$ cat src/rtl/stream_rx_fifo.sv
// Byte-stream receive FIFO with a 16-byte CPU register window (DATA/STATUS/CTRL).
// Define STREAM_RX_FIFO_IRQ_EN to build the threshold interrupt (irq_en, threshold, irq).
module stream_rx_fifo #(
    parameter int          DEPTH     = 16,
    parameter logic [31:0] BASE_ADDR = 32'h0300_0000
) (
    input  logic        clk,
    input  logic        resetn,
    input  logic        mem_valid,
    input  logic [31:0] mem_addr,
    input  logic [31:0] mem_wdata,
    input  logic [3:0]  mem_wstrb,
    output logic        mem_ready,
    output logic [31:0] mem_rdata,
    input  logic        s_valid,
    input  logic [7:0]  s_data,
    output logic        s_ready,
    output logic        irq
);
    localparam int AW = $clog2(DEPTH);
    localparam int CW = AW + 1;

    logic [7:0]    fifo_mem [DEPTH];
    logic [AW-1:0] wptr_q, wptr_d, rptr_q, rptr_d;
    logic [CW-1:0] count_q, count_d;
    logic          enable_q, enable_d;
    logic          stall_q, stall_d;
    logic          underflow_q, underflow_d;
    logic          mem_ready_q, mem_ready_d;
    logic [31:0]   mem_rdata_q, mem_rdata_d;

    logic          sel, access, is_wr, empty, full, push, pop, flush;
    logic          ctrl_wr, status_wr, data_rd;
    logic [1:0]    off;
    logic [31:0]   status_word, ctrl_word, rd_word;

`ifdef STREAM_RX_FIFO_IRQ_EN
    logic          irq_en_q, irq_en_d;
    logic [7:0]    threshold_q, threshold_d;
    logic          irq_q, irq_d;
`endif

    // A transaction is serviced exactly once: on the cycle before mem_ready rises.
    always_comb begin
        sel       = mem_valid && (mem_addr[31:4] == BASE_ADDR[31:4]);
        access    = sel && !mem_ready_q;
        is_wr     = |mem_wstrb;
        off       = mem_addr[3:2];
        empty     = (count_q == '0);
        full      = (count_q == CW'(DEPTH));
        s_ready   = enable_q && !full;
        push      = s_valid && s_ready;
        data_rd   = access && !is_wr && (off == 2'd0);
        status_wr = access && is_wr && (off == 2'd1);
        ctrl_wr   = access && is_wr && (off == 2'd2);
        pop       = data_rd && !empty;
        flush     = ctrl_wr && mem_wdata[2];
    end

    always_comb begin
        status_word = {16'b0, 8'(count_q), 4'b0, underflow_q, stall_q, full, empty};
`ifdef STREAM_RX_FIFO_IRQ_EN
        ctrl_word   = {16'b0, threshold_q, 6'b0, irq_en_q, enable_q};
`else
        ctrl_word   = {31'b0, enable_q};
`endif
        rd_word = '0;
        case (off)
            2'd0:    rd_word = empty ? 32'b0 : {24'b0, fifo_mem[rptr_q]};
            2'd1:    rd_word = status_word;
            2'd2:    rd_word = ctrl_word;
            default: rd_word = '0;
        endcase
        mem_ready_d = access;
        mem_rdata_d = (access && !is_wr) ? rd_word : 32'b0;
    end

    // Flush overrides everything, including a push landing on the same edge.
    always_comb begin
        wptr_d      = wptr_q;
        rptr_d      = rptr_q;
        count_d     = count_q;
        enable_d    = enable_q;
        stall_d     = stall_q;
        underflow_d = underflow_q;
        if (flush) begin
            wptr_d  = '0;
            rptr_d  = '0;
            count_d = '0;
        end else begin
            if (push) wptr_d = wptr_q + 1'b1;
            if (pop)  rptr_d = rptr_q + 1'b1;
            count_d = count_q + CW'(push) - CW'(pop);
        end
        if (ctrl_wr) enable_d = mem_wdata[0];
        if (status_wr && mem_wdata[2]) stall_d = 1'b0;
        if (status_wr && mem_wdata[3]) underflow_d = 1'b0;
        if (s_valid && enable_q && full) stall_d = 1'b1;
        if (data_rd && empty) underflow_d = 1'b1;
    end

`ifdef STREAM_RX_FIFO_IRQ_EN
    always_comb begin
        irq_en_d    = irq_en_q;
        threshold_d = threshold_q;
        if (ctrl_wr) begin
            irq_en_d    = mem_wdata[1];
            threshold_d = mem_wdata[15:8];
        end
        irq_d = irq_en_q && (threshold_q != 8'd0) && (8'(count_q) >= threshold_q);
    end

    always_ff @(posedge clk or negedge resetn) begin
        if (!resetn) begin
            irq_en_q    <= 1'b0;
            threshold_q <= 8'd0;
            irq_q       <= 1'b0;
        end else begin
            irq_en_q    <= irq_en_d;
            threshold_q <= threshold_d;
            irq_q       <= irq_d;
        end
    end

    assign irq = irq_q;
`else
    assign irq = 1'b0;
`endif

    always_ff @(posedge clk or negedge resetn) begin
        if (!resetn) begin
            wptr_q      <= '0;
            rptr_q      <= '0;
            count_q     <= '0;
            enable_q    <= 1'b0;
            stall_q     <= 1'b0;
            underflow_q <= 1'b0;
            mem_ready_q <= 1'b0;
            mem_rdata_q <= 32'b0;
        end else begin
            wptr_q      <= wptr_d;
            rptr_q      <= rptr_d;
            count_q     <= count_d;
            enable_q    <= enable_d;
            stall_q     <= stall_d;
            underflow_q <= underflow_d;
            mem_ready_q <= mem_ready_d;
            mem_rdata_q <= mem_rdata_d;
        end
    end

    // Storage needs no reset: contents are only visible through valid pointers.
    always_ff @(posedge clk) begin
        if (push && !flush) fifo_mem[wptr_q] <= s_data;
    end

    assign mem_ready = mem_ready_q;
    assign mem_rdata = mem_rdata_q;

    logic unused_bits;
    assign unused_bits = ^{mem_wdata, mem_addr[1:0]};
endmodule

$ cat config.mk
export PLATFORM = sky130hd
export DESIGN_NAME = stream_rx_fifo
export DESIGN_NICKNAME = d
export VERILOG_FILES = /design/src/rtl/stream_rx_fifo.sv
export SDC_FILE = /design/constraint.sdc
export NUM_CORES = 1
export LEC_CHECK = 0
export BUFFER_PORTS_ARGS = -buffer_cell sky130_fd_sc_hd__buf_2
export CELL_PAD_IN_SITES_DETAIL_PLACEMENT = 1
export CELL_PAD_IN_SITES_GLOBAL_PLACEMENT = 1
export CORE_MARGIN = 5
export CORE_UTILIZATION = 42
export CTS_CLUSTER_SIZE = 10
export DETAILED_ROUTE_END_ITERATION = 12
export GPL_ROUTABILITY_DRIVEN = 0
export HOLD_SLACK_MARGIN = 0.12
export PLACE_DENSITY_LB_ADDON = 0.1
export RECOVER_POWER = 50
export REMOVE_ABC_BUFFERS = 1
export SYNTH_ARGS = -nofsm -noshare
export SYNTH_HDL_FRONTEND = slang
export SYNTH_SLANG_ARGS = --single-unit
$ cat constraint.sdc
create_clock -name clk -period 2.8 [get_ports clk]
set_input_delay 0.42 -clock clk [delete_from_list [all_inputs] [get_ports clk]]
set_output_delay 0.42 -clock clk [all_outputs]
set_load 0.01 [all_outputs]
==> results.ini, run 1 <==
[status]
outcome = finished, violations left
violations = capacitance limit, slew limit

[clock_network]
cts_tree = yes
cts.sinks = 158
clock_latency_ns = 0.42
htree_levels = 4
cts_buffer_depth = 2
cts-root-buf = clkbuf_16
cts_made_buffers = 17
clk_pin_slew_ns = 0.06

[route]
first_iter_violations = 288
route.detailed.drc = 0
wire_per_inst_um = 20.9
vias = 3763
postRouteAntennaNets = 0
drt_wl_total_um = 15400
first_pass_iters = 4
vias_per_cell = 5.11

[global_route]
grt_use_met2_pct = 28.0
grt_pass1_wl_um = 23500
grt_pass1_vias = 4088
grt_max_degree = 34
met3_usage_pct = 3.79
gr-usage-met1_pct = 23.3
antenna_found_initial = 0
gr-total-overflow = 0
grt.total_usage_pct = 17.4
busiest_layer = met2

[worst_setup_path]
cp-start-kind = register
crit_arrival_ns = 3.02
worst-setup-path-type = reg -> reg
crit_path_end_kind = register
r2r_cells = 17
crit_required_ns = 3.14
r2r_start = count_q[3]
crit_path_end = count_q[4]
reg2reg_slack_ns = 0.12
worstPathMaxFanout = 2
startpoint = count_q[3]
rr_endpoint = count_q[4]

[synth]
mappedNetlistArea_mm2 = 0.00672
synthCells = 396
synth_edf_count = 128
synth_ff_type = edfxtp_1
ys_types = 49
yosys_warnings = 0
postSynthAreaPerCell_um2 = 17.0
synth_seq_cells = 158
synthArstFlopShare_pct = 19.0
yosysSeqAreaShare_pct = 68.4

[timing]
tns_ns = 0
period_minus_slack_ns = 2.68
setup_viol = 0
hold_ws_ns = 0.216
max_slew_margin_pct = -22.0
finalClockSkew_ns = 0.0109
hold_viol = 0
maxSlewViolCount = 31
worstMarginPinSlew_ns = 1.83
max_freq_ghz = 0.373
fin_crit_sh_pct = 95.9

[power_and_ir_drop]
peakVddDrop_mv = 0.445
p_per_area_mw_per_mm2 = 644
p_leak_uw = 0.00306

[run]
maxCapViolations = 1

[floorplanning]
die_w_um = 136
dieArea_mm2 = 0.0186
ios = 115
core_mm2 = 0.0158
rows = 46
start_util_pct = 42.6
die_h_um = 136

[cells_and_area]
area_delta_synth_final_pct = 23.6
n_antenna_cell = 0
final_cell_mix = 128 x edfxtp_1, 48 x buf_2, 39 x buf_4
final_nets = 600
layout_commonest_cell = edfxtp_1
fin_area_mm2 = 0.00831
drive_above_1_share_pct = 32.1
fill_cells = 1544

[hold_path]
hold_class = in -> reg

[placement]
numPortBuffers = 63
dpl.hpwl_um = 10100
dpl_cell_area_mm2 = 0.00747

kinds of logic after synthesis:
group,Yosys count,share of synthesized area [%]
flops,158,68.4
simple gates,99,8.71
buf+inv,47,4.38
mux,40,12.2
compound gates,32,3.02
fa+ha+maj,12,2.35
xor+xnor,7,0.912
other cells,1,0.0558
what timing repair did:
action,CTS,global route
pin swaps,2,10
hold buffers,1,0
endpoints found under the hold margin,30,0
buffers inserted,2,6
gates resized for setup,10,11
setup endpoints to repair,2,2
synth_stat cells (5+ instances only):
cell,instances,area (µm²)
a21oi_1,13,65.1
and2_1,18,113
and4_1,6,52.6
buf_4,20,150
clkbuf_1,7,26.3
dfrtp_1,30,751
edfxtp_1,128,3840
ha_1,11,138
inv_1,11,41.3
mux2i_1,7,70.1
mux4_1,5,131
mux4_2,27,608
nand2_1,22,82.6
nor2_1,12,45.0
nor4_1,7,43.8
worst max-delay path: stages, from the launching register on:
cell and delay, ns:
dfrtp_1 0.40, inv_2 0.09, ha_4 0.14, nor4b_4 0.18, buf_4 0.16, nor3_4 0.04, nand4_2 0.08, inv_2 0.07
ha_4 0.27, inv_4 0.03, ha_4 0.16, inv_2 0.06, fa_2 0.21, inv_2 0.04, a21oi_2 0.11, nor2_2 0.06
or3_1 0.35, a21oi_1 0.13
through the flow:
step           cells  total power (µW)  worst slack [ns]  utilization, %
2_1_floorplan    381              2610           -0.0178               -
3_3_place_gp     696              2680           -0.0287            47.3
3_5_place_dp     696              2680            -0.174            47.3
4_1_cts          731              5400            0.0292            52.2
5_1_grt          737              5540          -0.00239            52.7
6_report         737              5350             0.116            52.7
flip-flops by register name (all words and copies together), names as in the netlist:
signal       cells
fifo_mem       128
mem_rdata       13
count_q          5
rptr_q           4
wptr_q           4
enable_q         1
mem_ready        1
stall_q          1
underflow_q      1
final cells by class:
class	count	area (µm²)	share of cell area, %
clock buffer	20	447	5.38
clock inverter	12	254	3.06
inverter	13	51.3	0.618
multi-input combinational	210	1990	23.9
sequential	158	4600	55.3
tap	216	270	3.25
timing repair buffer	108	699	8.42
metal layers:
layer	vias to the layer above	share of wire, %	wire length [µm]
li1	1732	-	-
met4	0	1.7	269
met3	20	3.6	560
met5	-	0	0
met2	76	50	7680
met1	1935	45	6870
where the power goes:
group	total (µW)	internal, µW	switching (µW)
Sequential	2540	2540	0.00719
Clock	2710	1800	913
Combinational	96.4	28.9	67.6
Total	5350	4370	981
how the worst min path moves through the flow:
stage               cells past startpoint      endpoint  slack, ns          from
floorplan                               0    count_q[0]       0.12        resetn
global placement                        1  mem_rdata[2]       0.47       stall_q
detailed placement                      1  mem_rdata[2]       0.48       stall_q
CTS                                     2      enable_q       0.20  mem_wdata[0]
global route                            2      enable_q       0.20  mem_wdata[0]
finish                                  2      enable_q       0.22  mem_wdata[0]
Power figures use the tool's default switching activity.
==> run 2, diff against run 1 <==
--- a/config.mk
+++ b/config.mk
@@ -13,6 +13,7 @@
 export CTS_CLUSTER_SIZE = 10
 export DETAILED_ROUTE_END_ITERATION = 12
 export GPL_ROUTABILITY_DRIVEN = 0
+export GPL_TIMING_DRIVEN = 0
 export HOLD_SLACK_MARGIN = 0.12
 export PLACE_DENSITY_LB_ADDON = 0.1
 export RECOVER_POWER = 50
==> results.ini, run 2 (synthesis gave the netlist of run 1 again) <==
[route]
wire_per_inst_um = 21.6  ; +3.7%
route.detailed.drc = 0  ; unchanged
wirelength_met1_um = 6660  ; -3.1%
first_pass_iters = 4  ; unchanged
routed.top_layer = met4
vias_per_cell = 5.25  ; +2.9%
vias = 3697  ; -1.8%
drt_wl_total_um = 15200  ; -0.90%
wl_met2_um = 7600  ; -0.96%
postRouteAntennaNets = 0  ; unchanged
first_iter_violations = 210  ; -27%
route.met3.wl_um = 807  ; +44%

[cells_and_area]
final_nets = 567  ; -5.5%
final_cells = 704  ; -4.5%
drive_above_1_share_pct = 28.7  ; -3.4 points
largest_register_ff_count = 128  ; unchanged
fin_area_mm2 = 0.00792  ; -4.7%
final_cell_mix = 128 x edfxtp_1, 47 x buf_2, 28 x dfrtp_1
area_delta_synth_final_pct = 17.8
layout_commonest_cell = edfxtp_1
max_flop_register = fifo_mem
n_antenna_cell = 0  ; unchanged
post-route-util_pct = 50.2  ; -2.5 points

[timing]
max_slew_margin_pct = -22.0  ; about the same
max_freq_ghz = 0.373  ; about the same
hold_ws_ns = 0.210  ; -0.00608 ns
setup_viol = 0  ; unchanged
fin_crit_sh_pct = 95.8  ; about the same
hold_viol = 0  ; unchanged
period_minus_slack_ns = 2.68  ; -0.000644 ns
maxSlewViolCount = 31  ; unchanged
setup_ws_ns = 0.116  ; +0.000644 ns
finalClockSkew_ns = 0.00625  ; -0.00461 ns
worstMarginPinSlew_ns = 1.83  ; -0.000118 ns
grt_setup_unrepaired = yes

[floorplanning]
die_h_um = 136  ; unchanged
start_util_pct = 42.6  ; unchanged
rows = 46  ; unchanged
core_mm2 = 0.0158  ; unchanged
die_w_um = 136  ; unchanged
ios = 115  ; unchanged
dieArea_mm2 = 0.0186  ; unchanged

[worst_setup_path]
r2r_start = count_q[2]
r2r_cells = 16  ; -1
worst-setup-path-type = reg -> reg
worstPathMaxFanout = 3  ; +1
slowest_stage = dfrtp_1
slowest_delay_ns = 0.39  ; about the same
path_common_cell = inv_2
crit_path_end_kind = register
reg2reg_slack_ns = 0.12  ; about the same
crit_arrival_ns = 3.03  ; about the same
worstPathCellList = inv_2 > ha_4 > nor4b_4 > nor3_2 > nand4_2 > inv_4 > ha_4 > inv_2 > ha_4 > inv_2 > fa_2 > inv_2 > a21oi_2 > nor2_2 > or3_1 > a21oi_2
crit_required_ns = 3.15  ; about the same
rr_endpoint = count_q[4]
cp-start-kind = register

[clock_network]
cts-root-buf = clkbuf_16
cts_buffer_depth = 2  ; unchanged
clock_latency_ns = 0.42  ; about the same
clk_pin_slew_ns = 0.06  ; about the same
htree_levels = 4  ; unchanged
cts.sinks = 158  ; unchanged
cts_tree = yes
cts_made_buffers = 17  ; unchanged

[global_route]
antenna_found_initial = 0  ; unchanged
grt_pass1_vias = 3929  ; -3.9%
grt_pass1_wl_um = 23100  ; -1.8%
grt.total_usage_pct = 17.3  ; -0.097 points
gr-total-overflow = 0  ; unchanged
grt_max_degree = 34  ; unchanged

[power_and_ir_drop]
p_leak_uw = 0.00283  ; -7.5%
peakVddDrop_mv = 0.408  ; -8.4%
p_per_area_mw_per_mm2 = 621  ; -3.6%

[hold_path]
whs_endpoint = enable_q
hold-path-cell-count = 2  ; unchanged
hold_class = in -> reg
hp-start = mem_wdata[0]

[placement]
dp_cells = 661  ; -5.0%
dp_slack_ns = -0.724  ; -0.550 ns
dpl.hpwl_um = 10100  ; about the same
numPortBuffers = 63  ; unchanged
dpl_cell_area_mm2 = 0.00715  ; -4.2%

[status]
outcome = finished, violations left
violations = capacitance limit, slew limit

[run]
maxCapViolations = 1  ; unchanged

[run 2: cell types whose count changed in the layout (fill, tap and decap cells not counted), moves of 2 or more]
cell / before / now
clkinvlp_4: 0 / 2
buf_12: 5 / 1
clkinv_2: 0 / 2
bufinv_16: 7 / 2
buf_4: 39 / 10
[run 2: repair_timing]
action,CTS,global route
setup endpoints to repair,132,52
resized for setup,13,11
pin swaps,2,9
buffers inserted,6,4
hold buffers,1,0
endpoints found under the hold margin,30,0
[run 2: stage by stage]
| step | TNS (ns) | total power [µW] |
|---|---|---|
| after floorplan | -0.0357 | 2610 |
| after global placement | -48.07 | 2680 |
| after detailed placement | -61.04 | 2680 |
| after CTS | 0 | 4970 |
| after global routing | -0.0133 | 5100 |
| final | 0 | 4920 |
[run 2: final cells by class]
| cell class | count | area (µm²) |
|---|---|---|
| clock buffers | 17 | 425 |
| clock inverters | 15 | 161 |
| fillers | 1574 | 7850 |
| inverters | 13 | 51.3 |
| multi-input cells | 210 | 2010 |
| flip-flops and latches | 158 | 4600 |
| well taps | 216 | 270 |
| repair buffers | 75 | 400 |
[run 2: worst max path at each step]
stage               cells after the start            to  startpoint
floorplan                               3  mem_rdata[4]   rptr_q[0]
global placement                        3  mem_rdata[5]   rptr_q[0]
detailed placement                     16    count_q[4]  count_q[2]
CTS                                    16    count_q[4]  count_q[3]
global route                           16    count_q[4]  count_q[2]
finish                                 16    count_q[4]  count_q[2]
[run 2: report_power, final]
part	internal (µW)	leakage, µW	switching, µW	total [µW]
Combinational	27.8	0.000999	67.0	94.8
Clock	1330	0.000284	956	2280
Sequential	2540	0.00155	0.00854	2540
[run 2: metal layers]
layer	track usage, %	vias to the layer above
met2	27.8	95
li1	-	1665
met4	5.66	0
met1	23.4	1924
met5	0	-
met3	3.93	13
[run 2: critical path, delay by kind of cell (launching register included)]
family                     cells  cell delay (ns)
and+or+nand+nor                5             0.92
AOI/OAI and AO/OA              2             0.26
adders and majority gates      4             0.76
buffers and inverters          5             0.27
DFF                            1             0.39
==> run 3, diff against run 2 <==
--- a/config.mk
+++ b/config.mk
@@ -9,7 +9,7 @@
 export CELL_PAD_IN_SITES_DETAIL_PLACEMENT = 1
 export CELL_PAD_IN_SITES_GLOBAL_PLACEMENT = 1
 export CORE_MARGIN = 5
-export CORE_UTILIZATION = 42
+export CORE_UTILIZATION = 30
 export CTS_CLUSTER_SIZE = 10
 export DETAILED_ROUTE_END_ITERATION = 12
 export GPL_ROUTABILITY_DRIVEN = 0
==> results.ini, run 3 (synthesis gave the netlist of run 1 again) <==
[worst_setup_path]
path_common_cell = inv_2
rr_endpoint = count_q[4]
path_delay_family = simple AND/OR/NAND/NOR gates
reg2reg_slack_ns = 0.13  ; about the same
slowest_delay_ns = 0.41  ; +0.02 ns
worstPathMaxFanout = 3  ; unchanged
cp_num_buf_inv = 5  ; unchanged
cp-start-kind = register
worst-setup-path-type = reg -> reg
r2r_start = count_q[2]
r2r_cells = 16  ; unchanged
crit_path_end_kind = register
crit_arrival_ns = 3.03  ; about the same
slowest_stage = dfrtp_1
crit_required_ns = 3.15  ; about the same
worstPathCellList = inv_2 > ha_4 > nor4b_4 > nor3_2 > nand4_2 > inv_4 > ha_4 > inv_2 > ha_4 > inv_2 > fa_2 > inv_2 > a21oi_2 > nor2_2 > or3_4 > a21oi_2

[status]
outcome = finished, violations left
violations = capacitance limit, slew limit

[timing]
setup_viol = 0  ; unchanged
grt_setup_unrepaired = no
finalClockSkew_ns = 0.00826  ; +0.00201 ns
hold_ws_ns = 0.213  ; +0.00309 ns
tns_ns = 0  ; unchanged
maxSlewViolCount = 31  ; unchanged
max_slew_margin_pct = -25.4  ; -3.4 points
max_freq_ghz = 0.374  ; +0.43%
worstMarginPinSlew_ns = 1.88  ; +0.0508 ns
setup_ws_ns = 0.128  ; +0.0114 ns
hold_viol = 0  ; unchanged
fin_crit_sh_pct = 95.4  ; -0.41 points
period_minus_slack_ns = 2.67  ; -0.0114 ns

[cells_and_area]
largest_register_ff_count = 128  ; unchanged
layout_commonest_cell = edfxtp_1
area_delta_synth_final_pct = 19.1
final_nets = 569  ; +0.35%
final_cell_mix = 128 x edfxtp_1, 47 x buf_2, 28 x dfrtp_1
fin_area_mm2 = 0.00800  ; +1.1%
n_antenna_cell = 0  ; unchanged
drive_above_1_share_pct = 28.8  ; +0.087 points
fill_cells = 2221  ; +41%
max_flop_register = fifo_mem

[route]
first_pass_iters = 4  ; unchanged
route.detailed.drc = 0  ; unchanged
postRouteAntennaNets = 0  ; unchanged
wire_per_inst_um = 21.1  ; -2.4%
drt_wl_total_um = 16300  ; +6.8%
vias = 3680  ; -0.46%
vias_per_cell = 4.78  ; -9.0%
first_iter_violations = 181  ; -14%

[power_and_ir_drop]
p_leak_uw = 0.00284  ; +0.28%
p_per_area_mw_per_mm2 = 618  ; -0.54%
peakVddDrop_mv = 0.368  ; -9.8%
fin_total_pwr_uw = 4940  ; +0.52%

[floorplanning]
die_h_um = 160  ; +17%
ios = 115  ; unchanged
dieArea_mm2 = 0.0255  ; +37%
start_util_pct = 30.6  ; -12 points
core_mm2 = 0.0220  ; +39%
rows = 54  ; +17%
die_w_um = 160  ; +17%

[clock_network]
clock_latency_ns = 0.42  ; about the same
cts-root-buf = clkbuf_16
cts_tree = yes
cts.sinks = 158  ; unchanged
cts_made_buffers = 17  ; unchanged
clk_pin_slew_ns = 0.06  ; about the same
cts_buffer_depth = 2  ; unchanged
htree_levels = 4  ; unchanged

[global_route]
grt_pass1_vias = 3952  ; +0.59%
antenna_found_initial = 0  ; unchanged
grt_pass1_wl_um = 25000  ; +8.0%
gr-total-overflow = 0  ; unchanged
grt.total_usage_pct = 13.0  ; -4.2 points
grt_max_degree = 31  ; -8.8%

[placement]
numPortBuffers = 63  ; unchanged
dpl_cell_area_mm2 = 0.00725  ; +1.4%
dp_slack_ns = -0.677  ; +0.0462 ns
dpl.hpwl_um = 10600  ; +4.6%

[hold_path]
hold_class = in -> reg
hp-start = mem_wdata[0]
whs_endpoint = enable_q
hold-path-cell-count = 2  ; unchanged

[run]
maxCapViolations = 1  ; unchanged

run 3: cell count changes in the layout (fill, tap and decap cells not counted), sizes merged:
| cell | delta |
|---|---|
| buf | +2 |
| clkinv | +1 |
| clkinvlp | -1 |
run 3: worst max path at each step:
stage / from / end / slack [ns] / cells past startpoint
final: count_q[2] / count_q[4] / 0.13 / 16
after global routing: count_q[2] / count_q[4] / 0.001 / 16
after CTS: count_q[3] / count_q[4] / 0.003 / 16
after detailed placement: mem_addr[6] / count_q[4] / -0.68 / 15
after global placement: rptr_q[0] / mem_rdata[5] / -0.93 / 3
after floorplan: rptr_q[0] / mem_rdata[4] / -0.02 / 3
run 3: layer usage:
layer	vias to the layer above	GRT usage [%]	routed length (µm)
met5	-	0	0
met4	0	4.14	197
met3	11	2.91	898
met2	86	20.7	7740
met1	1921	17.9	7430
li1	1662	-	-
run 3: report_power, final:
part,switching [µW],total [µW],internal [µW]
Combinational,66.5,93.7,27.2
Sequential,0.00770,2540,2540
Clock,986,2310,1320
run 3: final cells by class:
cell class / instances / area (µm²) / share of cell area [%]
Clock buffer: 17 / 425 / 5.32
Clock inverter: 15 / 158 / 1.97
Inverter: 13 / 51.3 / 0.641
Multi-Input combinational cell: 210 / 1990 / 24.9
Sequential cell: 158 / 4600 / 57.5
Tap cell: 280 / 350 / 4.38
Timing Repair Buffer: 77 / 428 / 5.35
run 3: worst reg2reg max path: cells and delay by family (launching register included):
kind | cells | cell delay [ns]
fa+ha+maj | 4 | 0.75
compound gates | 2 | 0.25
simple gates | 5 | 0.91
flops | 1 | 0.41
buf+inv | 5 | 0.28
run 3: metrics by stage:
step	cells	util (%)
after floorplan	381	-
after global placement	724	32.8
after detailed placement	726	33.0
after CTS	764	36.1
after global routing	770	36.4
final	770	36.4
run 3: repair_timing:
item,CTS,global route
endpoints found under the hold margin,30,0
gates resized for setup,8,15
hold buffers,1,0
buffers inserted,5,6
setup endpoints to repair,132,63
pin swaps,1,8
